[config.mk]
export PLATFORM = sky130hd
export DESIGN_NAME = rtc_set_ctrl_flat
export DESIGN_NICKNAME = d
export VERILOG_FILES = /design/src/rtl/rtc_set_ctrl_pkg.sv /design/src/rtl/rtc_set_ctrl_if.sv /design/src/rtl/rtc_set_ctrl_bcd_step.sv /design/src/rtl/rtc_set_ctrl.sv /design/src/flat_wrapper.sv
export SDC_FILE = /design/constraint.sdc
export NUM_CORES = 1
export LEC_CHECK = 0
export BUFFER_PORTS_ARGS = -buffer_cell sky130_fd_sc_hd__buf_4
export CORE_MARGIN = 2
export CORE_UTILIZATION = 44
export DETAILED_ROUTE_END_ITERATION = 16
export PLACE_DENSITY = 0.74
export SYNTH_ARGS = -nofsm -noshare
export SYNTH_HDL_FRONTEND = slang
export SYNTH_HIERARCHICAL = 1
export SYNTH_SLANG_ARGS = --single-unit
[constraint.sdc]
create_clock -name clk -period 4.55 [get_ports clk]
set_input_delay 0.2275 -clock clk [delete_from_list [all_inputs] [get_ports clk]]
set_output_delay 0.2275 -clock clk [all_outputs]
set_load 0.005 [all_outputs]
[src/rtl/rtc_set_ctrl_pkg.sv]
// Shared types and constants for the RTC time-setting front end.
// State encoding, BCD limits and cycle-count helpers.
package rtc_pkg;

    typedef enum logic [2:0] {
        S_RUN      = 3'd0,
        S_SET_HOUR = 3'd1,
        S_SET_MIN  = 3'd2,
        S_SET_SEC  = 3'd3,
        S_COMMIT   = 3'd4
    } state_t;

    localparam logic [7:0] BCD_MAX_HOUR   = 8'h23;
    localparam logic [7:0] BCD_MAX_MINSEC = 8'h59;

    // Cycles per blink half-period; never below one cycle.
    function automatic int unsigned blink_half(int unsigned clk_hz,
                                               int unsigned blink_hz);
        int unsigned h;
        h = clk_hz / (2 * blink_hz);
        return (h == 0) ? 1 : h;
    endfunction

    // Cycles per one-second prescaler period.
    function automatic int unsigned sec_cycles(int unsigned clk_hz);
        return (clk_hz == 0) ? 1 : clk_hz;
    endfunction

    // Valid BCD byte no greater than the field maximum.
    function automatic logic bcd_ok(logic [7:0] v, logic [7:0] max);
        return (v[7:4] <= 4'h9) && (v[3:0] <= 4'h9) && (v <= max);
    endfunction

    // Replace an out-of-range field with 00.
    function automatic logic [7:0] bcd_clean(logic [7:0] v, logic [7:0] max);
        return bcd_ok(v, max) ? v : 8'h00;
    endfunction

endpackage

[src/rtl/rtc_set_ctrl_if.sv]
// Key, RTC read, display and commit signals of the time-setting block.
// master drives keys and RTC readings; slave is the controller.
interface rtc_set_ctrl_if;

    logic       key_mode;
    logic       key_up;
    logic       key_down;
    logic [7:0] read_second;
    logic [7:0] read_minute;
    logic [7:0] read_hour;
    logic [7:0] read_date;
    logic [7:0] read_month;
    logic [7:0] read_week;
    logic [7:0] read_year;
    logic [7:0] disp_hour;
    logic [7:0] disp_minute;
    logic [7:0] disp_second;
    logic [2:0] blink_mask;
    logic       set_active;
    logic       write_time_req;
    logic [7:0] write_second;
    logic [7:0] write_minute;
    logic [7:0] write_hour;
    logic [7:0] write_date;
    logic [7:0] write_month;
    logic [7:0] write_week;
    logic [7:0] write_year;

    modport master (
        output key_mode, key_up, key_down,
        output read_second, read_minute, read_hour,
        output read_date, read_month, read_week, read_year,
        input  disp_hour, disp_minute, disp_second,
        input  blink_mask, set_active, write_time_req,
        input  write_second, write_minute, write_hour,
        input  write_date, write_month, write_week, write_year
    );

    modport slave (
        input  key_mode, key_up, key_down,
        input  read_second, read_minute, read_hour,
        input  read_date, read_month, read_week, read_year,
        output disp_hour, disp_minute, disp_second,
        output blink_mask, set_active, write_time_req,
        output write_second, write_minute, write_hour,
        output write_date, write_month, write_week, write_year
    );

endinterface

[src/rtl/rtc_set_ctrl_bcd_step.sv]
// Single-step wrapping BCD up/down counter, purely combinational.
// Simultaneous up and down leave the value unchanged.
module bcd_step (
    input  logic [7:0] val,
    input  logic [7:0] max,
    input  logic       up,
    input  logic       down,
    output logic [7:0] nxt
);

    // wrap at max/00, carry or borrow between BCD digits
    always_comb begin
        nxt = val;
        if (up && !down) begin
            if (val >= max)
                nxt = 8'h00;
            else if (val[3:0] == 4'h9)
                nxt = {val[7:4] + 4'h1, 4'h0};
            else
                nxt = val + 8'h01;
        end else if (down && !up) begin
            if (val == 8'h00)
                nxt = max;
            else if (val[3:0] == 4'h0)
                nxt = {val[7:4] - 4'h1, 4'h9};
            else
                nxt = val - 8'h01;
        end
    end

endmodule

[src/rtl/rtc_set_ctrl.sv]
// Time-setting front end for the DS1302 RTC processor.
// Optional idle timeout of set mode: define RTC_SET_TIMEOUT_EN.
import rtc_pkg::*;

module rtc_set_ctrl #(
    parameter int unsigned CLK_HZ    = 50_000_000,
    parameter int unsigned BLINK_HZ  = 2,
    parameter int unsigned TIMEOUT_S = 10
) (
    input  logic          clk,
    input  logic          rst,
    rtc_set_ctrl_if.slave bus
);

    localparam int unsigned HALF  = blink_half(CLK_HZ, BLINK_HZ);
    localparam int unsigned BLK_W = $clog2(HALF + 1);

    state_t     state, state_nxt;
    logic [7:0] ed_hour, ed_min, ed_sec;
    logic [7:0] cap_date, cap_month, cap_week, cap_year;
    logic [7:0] nxt_hour, nxt_min, nxt_sec;
    logic       any_key;
    logic       in_set;
    logic       timeout;
    logic       phase;
    logic [BLK_W-1:0] blk_cnt;
    logic       unused_bits;

    assign unused_bits = ^{bus.read_hour[7:6], bus.read_second[7]};
    assign any_key = bus.key_mode | bus.key_up | bus.key_down;
    assign in_set  = (state == S_SET_HOUR) || (state == S_SET_MIN) ||
                     (state == S_SET_SEC);

    bcd_step u_step_hour (
        .val  (ed_hour),
        .max  (BCD_MAX_HOUR),
        .up   (bus.key_up),
        .down (bus.key_down),
        .nxt  (nxt_hour)
    );

    bcd_step u_step_min (
        .val  (ed_min),
        .max  (BCD_MAX_MINSEC),
        .up   (bus.key_up),
        .down (bus.key_down),
        .nxt  (nxt_min)
    );

    bcd_step u_step_sec (
        .val  (ed_sec),
        .max  (BCD_MAX_MINSEC),
        .up   (bus.key_up),
        .down (bus.key_down),
        .nxt  (nxt_sec)
    );

`ifdef RTC_SET_TIMEOUT_EN
    localparam int unsigned SEC_N  = sec_cycles(CLK_HZ);
    localparam int unsigned SEC_W  = $clog2(SEC_N + 1);
    localparam int unsigned IDLE_W = $clog2(TIMEOUT_S + 1);

    logic [SEC_W-1:0]  pre_cnt;
    logic [IDLE_W-1:0] idle_cnt;
    logic              sec_tick;

    assign sec_tick = (pre_cnt == SEC_W'(SEC_N - 1));
    assign timeout  = (TIMEOUT_S != 0) && sec_tick &&
                      (idle_cnt == IDLE_W'(TIMEOUT_S - 1));

    // idle-second counting while editing; any key restarts it
    always_ff @(posedge clk or posedge rst) begin
        if (rst) begin
            pre_cnt  <= '0;
            idle_cnt <= '0;
        end else if (!in_set || any_key) begin
            pre_cnt  <= '0;
            idle_cnt <= '0;
        end else if (sec_tick) begin
            pre_cnt  <= '0;
            idle_cnt <= idle_cnt + 1'b1;
        end else begin
            pre_cnt  <= pre_cnt + 1'b1;
        end
    end
`else
    // set mode never times out in this build
    assign timeout = 1'b0 && (TIMEOUT_S != 0);
`endif

    // state register
    always_ff @(posedge clk or posedge rst) begin
        if (rst)
            state <= S_RUN;
        else
            state <= state_nxt;
    end

    // next state and mode-derived outputs; mode key beats timeout
    always_comb begin
        state_nxt          = state;
        bus.set_active     = 1'b0;
        bus.write_time_req = 1'b0;
        bus.blink_mask     = 3'b000;
        unique case (state)
            S_RUN: begin
                if (bus.key_mode)
                    state_nxt = S_SET_HOUR;
            end
            S_SET_HOUR: begin
                bus.set_active = 1'b1;
                bus.blink_mask = {phase, 2'b00};
                if (bus.key_mode)
                    state_nxt = S_SET_MIN;
                else if (timeout)
                    state_nxt = S_RUN;
            end
            S_SET_MIN: begin
                bus.set_active = 1'b1;
                bus.blink_mask = {1'b0, phase, 1'b0};
                if (bus.key_mode)
                    state_nxt = S_SET_SEC;
                else if (timeout)
                    state_nxt = S_RUN;
            end
            S_SET_SEC: begin
                bus.set_active = 1'b1;
                bus.blink_mask = {2'b00, phase};
                if (bus.key_mode)
                    state_nxt = S_COMMIT;
                else if (timeout)
                    state_nxt = S_RUN;
            end
            S_COMMIT: begin
                bus.set_active     = 1'b1;
                bus.write_time_req = 1'b1;
                state_nxt          = S_RUN;
            end
            default: state_nxt = S_RUN;
        endcase
    end

    // capture on entry, then step the field being edited
    always_ff @(posedge clk or posedge rst) begin
        if (rst) begin
            ed_hour   <= '0;
            ed_min    <= '0;
            ed_sec    <= '0;
            cap_date  <= '0;
            cap_month <= '0;
            cap_week  <= '0;
            cap_year  <= '0;
        end else if (state == S_RUN) begin
            if (bus.key_mode) begin
                ed_hour   <= bcd_clean({2'b00, bus.read_hour[5:0]},
                                       BCD_MAX_HOUR);
                ed_min    <= bcd_clean({1'b0, bus.read_minute[6:0]},
                                       BCD_MAX_MINSEC);
                ed_sec    <= bcd_clean({1'b0, bus.read_second[6:0]},
                                       BCD_MAX_MINSEC);
                cap_date  <= bus.read_date;
                cap_month <= bus.read_month;
                cap_week  <= bus.read_week;
                cap_year  <= bus.read_year;
            end
        end else if (!bus.key_mode) begin
            if (state == S_SET_HOUR)
                ed_hour <= nxt_hour;
            if (state == S_SET_MIN)
                ed_min <= nxt_min;
            if (state == S_SET_SEC)
                ed_sec <= nxt_sec;
        end
    end

    // commit values, loaded as the commit state is entered
    always_ff @(posedge clk or posedge rst) begin
        if (rst) begin
            bus.write_second <= '0;
            bus.write_minute <= '0;
            bus.write_hour   <= '0;
            bus.write_date   <= '0;
            bus.write_month  <= '0;
            bus.write_week   <= '0;
            bus.write_year   <= '0;
        end else if (state == S_SET_SEC && bus.key_mode) begin
            bus.write_second <= {1'b0, ed_sec[6:0]};
            bus.write_minute <= ed_min;
            bus.write_hour   <= {2'b00, ed_hour[5:0]};
            bus.write_date   <= cap_date;
            bus.write_month  <= cap_month;
            bus.write_week   <= cap_week;
            bus.write_year   <= cap_year;
        end
    end

    // display register: live time when running, edit values otherwise
    always_ff @(posedge clk or posedge rst) begin
        if (rst) begin
            bus.disp_hour   <= '0;
            bus.disp_minute <= '0;
            bus.disp_second <= '0;
        end else if (state == S_RUN) begin
            bus.disp_hour   <= {2'b00, bus.read_hour[5:0]};
            bus.disp_minute <= bus.read_minute;
            bus.disp_second <= {1'b0, bus.read_second[6:0]};
        end else begin
            bus.disp_hour   <= ed_hour;
            bus.disp_minute <= ed_min;
            bus.disp_second <= ed_sec;
        end
    end

    // blink phase; keys restart it visible
    always_ff @(posedge clk or posedge rst) begin
        if (rst) begin
            blk_cnt <= '0;
            phase   <= 1'b0;
        end else if (!in_set || any_key) begin
            blk_cnt <= '0;
            phase   <= 1'b0;
        end else if (blk_cnt == BLK_W'(HALF - 1)) begin
            blk_cnt <= '0;
            phase   <= ~phase;
        end else begin
            blk_cnt <= blk_cnt + 1'b1;
        end
    end

endmodule

[src/flat_wrapper.sv]
// flat-port wrapper written by rule: the top's interface ports become plain ports
module rtc_set_ctrl_flat 
#(
    parameter int unsigned CLK_HZ    = 50_000_000,
    parameter int unsigned BLINK_HZ  = 2,
    parameter int unsigned TIMEOUT_S = 10
)
  (clk, rst, bus_key_mode, bus_key_up, bus_key_down, bus_read_second, bus_read_minute, bus_read_hour, bus_read_date, bus_read_month, bus_read_week, bus_read_year, bus_disp_hour, bus_disp_minute, bus_disp_second, bus_blink_mask, bus_set_active, bus_write_time_req, bus_write_second, bus_write_minute, bus_write_hour, bus_write_date, bus_write_month, bus_write_week, bus_write_year);
  rtc_set_ctrl_if bus_i ();
  input  logic clk;
  input  logic rst;
  input wire logic [$bits(bus_i.key_mode)-1:0] bus_key_mode;
  input wire logic [$bits(bus_i.key_up)-1:0] bus_key_up;
  input wire logic [$bits(bus_i.key_down)-1:0] bus_key_down;
  input wire logic [$bits(bus_i.read_second)-1:0] bus_read_second;
  input wire logic [$bits(bus_i.read_minute)-1:0] bus_read_minute;
  input wire logic [$bits(bus_i.read_hour)-1:0] bus_read_hour;
  input wire logic [$bits(bus_i.read_date)-1:0] bus_read_date;
  input wire logic [$bits(bus_i.read_month)-1:0] bus_read_month;
  input wire logic [$bits(bus_i.read_week)-1:0] bus_read_week;
  input wire logic [$bits(bus_i.read_year)-1:0] bus_read_year;
  output wire logic [$bits(bus_i.disp_hour)-1:0] bus_disp_hour;
  output wire logic [$bits(bus_i.disp_minute)-1:0] bus_disp_minute;
  output wire logic [$bits(bus_i.disp_second)-1:0] bus_disp_second;
  output wire logic [$bits(bus_i.blink_mask)-1:0] bus_blink_mask;
  output wire logic [$bits(bus_i.set_active)-1:0] bus_set_active;
  output wire logic [$bits(bus_i.write_time_req)-1:0] bus_write_time_req;
  output wire logic [$bits(bus_i.write_second)-1:0] bus_write_second;
  output wire logic [$bits(bus_i.write_minute)-1:0] bus_write_minute;
  output wire logic [$bits(bus_i.write_hour)-1:0] bus_write_hour;
  output wire logic [$bits(bus_i.write_date)-1:0] bus_write_date;
  output wire logic [$bits(bus_i.write_month)-1:0] bus_write_month;
  output wire logic [$bits(bus_i.write_week)-1:0] bus_write_week;
  output wire logic [$bits(bus_i.write_year)-1:0] bus_write_year;
  assign bus_i.key_mode = bus_key_mode;
  assign bus_i.key_up = bus_key_up;
  assign bus_i.key_down = bus_key_down;
  assign bus_i.read_second = bus_read_second;
  assign bus_i.read_minute = bus_read_minute;
  assign bus_i.read_hour = bus_read_hour;
  assign bus_i.read_date = bus_read_date;
  assign bus_i.read_month = bus_read_month;
  assign bus_i.read_week = bus_read_week;
  assign bus_i.read_year = bus_read_year;
  assign bus_disp_hour = bus_i.disp_hour;
  assign bus_disp_minute = bus_i.disp_minute;
  assign bus_disp_second = bus_i.disp_second;
  assign bus_blink_mask = bus_i.blink_mask;
  assign bus_set_active = bus_i.set_active;
  assign bus_write_time_req = bus_i.write_time_req;
  assign bus_write_second = bus_i.write_second;
  assign bus_write_minute = bus_i.write_minute;
  assign bus_write_hour = bus_i.write_hour;
  assign bus_write_date = bus_i.write_date;
  assign bus_write_month = bus_i.write_month;
  assign bus_write_week = bus_i.write_week;
  assign bus_write_year = bus_i.write_year;
  rtc_set_ctrl #(.CLK_HZ(CLK_HZ), .BLINK_HZ(BLINK_HZ), .TIMEOUT_S(TIMEOUT_S)) u_core (.clk(clk), .rst(rst), .bus(bus_i));
endmodule
==> summary.md <==
| Metric | Value |
|---|---|
| Status | `finished, final reports clean` |
| Setup TNS | `0 ns` |
| Iter 0 DRT Violations | `478` |
| Post-CTS Setup Inserts | `0` |
| Pre-antenna DRT Iters | `5` |
| Worst path arrival time | `3.39 ns` |
| Final period util | `68.6%` |
| Cts bufs inserted | `17` |
| Starting density of the core | `44.8%` |
| Vias per cell | `5.45` |
| Vias in the first global route | `7,509` |
| Pwr dens | `623 nW/um^2` |
| Synth async-reset ratio | `100%` |
| GRT Max-Usage Layer | `met2` |
| Start point of the critical path | `u_core/ed_sec[0]` |
| CTS H-tree lvls | `4` |
| Seq/Total Area, Yosys | `42.9%` |
| Placed cells | `1,373` |
| Hold_buf cts | `2` |
| Hold slack | `0.0144 ns` |
| Die ar. | `22,500 sq um` |
| CTS tree | `yes` |
| Port buffer count | `139` |
| CP top delay family | `simple AND/OR/NAND/NOR gates` |
| Worst reg2reg path depth | `10` |
| Largest net degree at the start of global routing | `162` |
| Final WS setup | `1.43 ns` |
| Routability Congestion | `0.910` |
| Area delta synth->final | `21.2%` |
| CP Cell Sequence | `inv_1, ha_1, or3b_4, nor4b_4, mux2i_1, a211oi_1, a2bb2oi_1, and2_1, a31oi_1, a21oi_1` |
| Place WS | `1.54 ns` |
| Worst-Margin Slew | `1.09 ns` |
| Worst EP required | `4.81 ns` |
| Layout Nets | `1,226` |
| Final slew viol count | `0` |
| CP Capture Type | `flip-flop` |
| Clock sinks | `161` |
| Yosys warning total | `6` |
| # DRC | `0` |
| Final WL | `22.0 mm` |
| Global route overflow | `0` |
| Share of layout cells above drive strength 1 | `25.6%` |
| Primary FF master, synth | `dfrtp_1` |
| Grt met2 use | `32.0%` |
| Crit path depth | `10` |
| Synth Cell Area | `9380 sq um` |
| Final hold violation count | `0` |
| Flops & latches, synth | `161` |
| Row count | `53` |
| Post-route ant nets | `0` |
| Final instance area | `11,400 sq um` |
| Post-layout minimum cycle time | `3.12 ns` |
| Ant diodes | `0` |
| Max VDD drop | `327 uV` |
| Most frequent cells in the layout | `dfrtp_1 (161), buf_4 (143), nand2_1 (124)` |
| Fmax | `0.320 GHz` |
| Max-Cap Viols | `0` |
| Met1 Usage GRT | `26.7%` |
| Clock Latency Late Sink | `0.43 ns` |
| R2R setup slack | `1.43 ns` |
| First-pass GRT wire length | `36.6 mm` |
| Worst-case clock buffer depth | `2` |
| Largest stage delay, worst path | `0.62 ns` |
| Die X | `150 um` |
| Clk pin slew, worst setup/hold paths | `0.07 ns` |
| EDFF count, synth | `0` |
| Hold depth | `3` |
| Worst R2R Start | `u_core/ed_sec[0]` |
| Slew HR | `27.2%` |
| DR vias | `7,673` |
| Core area | `21,000 sq um` |
| DP Area | `10,700 sq um` |
| Netlist cell types | `59` |
| Initial antenna violation count | `0` |
| Top Ports | `146` |
| LEAKAGE | `5.18 nW` |
| Final setup vio count | `0` |
| WL/cell | `15.6 um` |
| Syn Inst Count | `968` |
| Buf/Inv on CP | `1` |
| Worst-path fanout max | `13` |
| Final non-filler cell total | `1,407` |
| RSZ-0062 raised after global routing | `no` |
| Crit-path slowest cell | `nor4b_4` |
| Clock Tree Root | `clkbuf_16` |
| Dpl hpwl | `14.9 mm` |
| Min-Delay Path Class | `in -> reg` |
| Post_cts resized | `0` |
| CP endpoint | `u_core/ed_sec[5]` |
| Die height | `150 um` |
| Kind of critical path | `reg -> reg` |
| Commonest non-fill, non-tap cell in the layout | `dfrtp_1` |
| Element type at the critical path start | `flip-flop` |
| Total global-route track usage | `20.0%` |
| Mean Syn Cell Area | `9.69 sq um` |
| Grt met3 use | `5.49%` |
| R2R Path End | `u_core/ed_sec[5]` |
| Layout Skew | `0.00967 ns` |
-- cells by family after synthesis --
| kind of cell | share of synthesized area, % |
|---|---|
| flops | 42.9 |
| other cells | 0.0801 |
| fa+ha+maj | 6.46 |
| buf+inv | 4.92 |
| mux | 11.5 |
| compound gates | 12.8 |
| simple gates | 18.6 |
| xor+xnor | 2.71 |
-- flip-flops by register name (all words and copies together), names as in the netlist --
name / flops
u_core/ed_hour: 8
u_core/bus.write_second: 7
u_core/bus.write_week: 8
u_core/state: 3
u_core/bus.write_year: 8
u_core/cap_year: 8
u_core/bus.write_hour: 6
u_core/bus.disp_minute: 8
u_core/blk_cnt: 24
u_core/cap_week: 8
u_core/cap_date: 8
u_core/ed_min: 8
u_core/bus.write_month: 8
u_core/bus.disp_second: 8
u_core/bus.write_minute: 8
u_core/bus.disp_hour: 8
u_core/phase: 1
u_core/bus.write_date: 8
u_core/cap_month: 8
u_core/ed_sec: 8
-- power by group --
group / leakage [nW] / switching (mW) / internal (mW) / total, mW
sequential: 2.01 / 0.599 / 2.00 / 2.60
clock: 0.295 / 0.656 / 0.840 / 1.50
combinational: 2.88 / 1.41 / 1.57 / 2.98
-- worst register-to-register path: stages, from the launching register on --
cell       delay (ns)
dfrtp_1          0.54
inv_1            0.18
ha_1             0.25
or3b_4           0.43
nor4b_4          0.62
mux2i_1          0.30
a211oi_1         0.08
a2bb2oi_1        0.15
and2_1           0.16
a31oi_1          0.15
a21oi_1          0.09
-- through the flow --
stage	power [mW]	utilization, %
2_1_floorplan	4.52	-
6_report	7.08	54.3
4_1_cts	7.13	54.3
3_3_place_gp	5.49	51.2
3_5_place_dp	5.60	51.2
5_1_grt	7.63	54.3
-- final cells by class --
type | instances | area (sq um)
flip-flops and latches | 161 | 4030
well taps | 275 | 344
repair buffers | 146 | 1110
inverters | 54 | 206
clock buffers | 18 | 429
fillers | 1879 | 9580
multi-input cells | 739 | 5060
clock inverters | 14 | 188
-- worst min path at each step --
stage	from	end
after floorplan	bus_read_hour[1]	u_core/bus.disp_hour[1]
after global placement	bus_read_minute[7]	u_core/bus.disp_minute[7]
after detailed placement	bus_read_second[0]	u_core/bus.disp_second[0]
after CTS	bus_read_second[2]	u_core/bus.disp_second[2]
after global routing	bus_read_year[5]	u_core/cap_year[5]
final	bus_read_second[2]	u_core/bus.disp_second[2]
-- metal layers --
metal,vias up,wire length (um)
li1,3693,-
met1,3676,9760
met2,274,10300
met3,30,1610
met4,0,308
met5,-,0
-- synthesized netlist by cell type (19+ instances only) --
master	count	area share, %
nand3_1	31	1.7
ha_1	46	6.1
clkbuf_1	43	1.7
a21oi_1	45	2.4
nand2_1	124	5.0
dfrtp_1	161	43
nand2b_1	19	1.3
xnor2_1	21	2.0
inv_1	54	2.2
mux2_2	88	11
nor2_1	54	2.2
o21ai_0	37	2.0
Power figures use the tool's default switching activity.
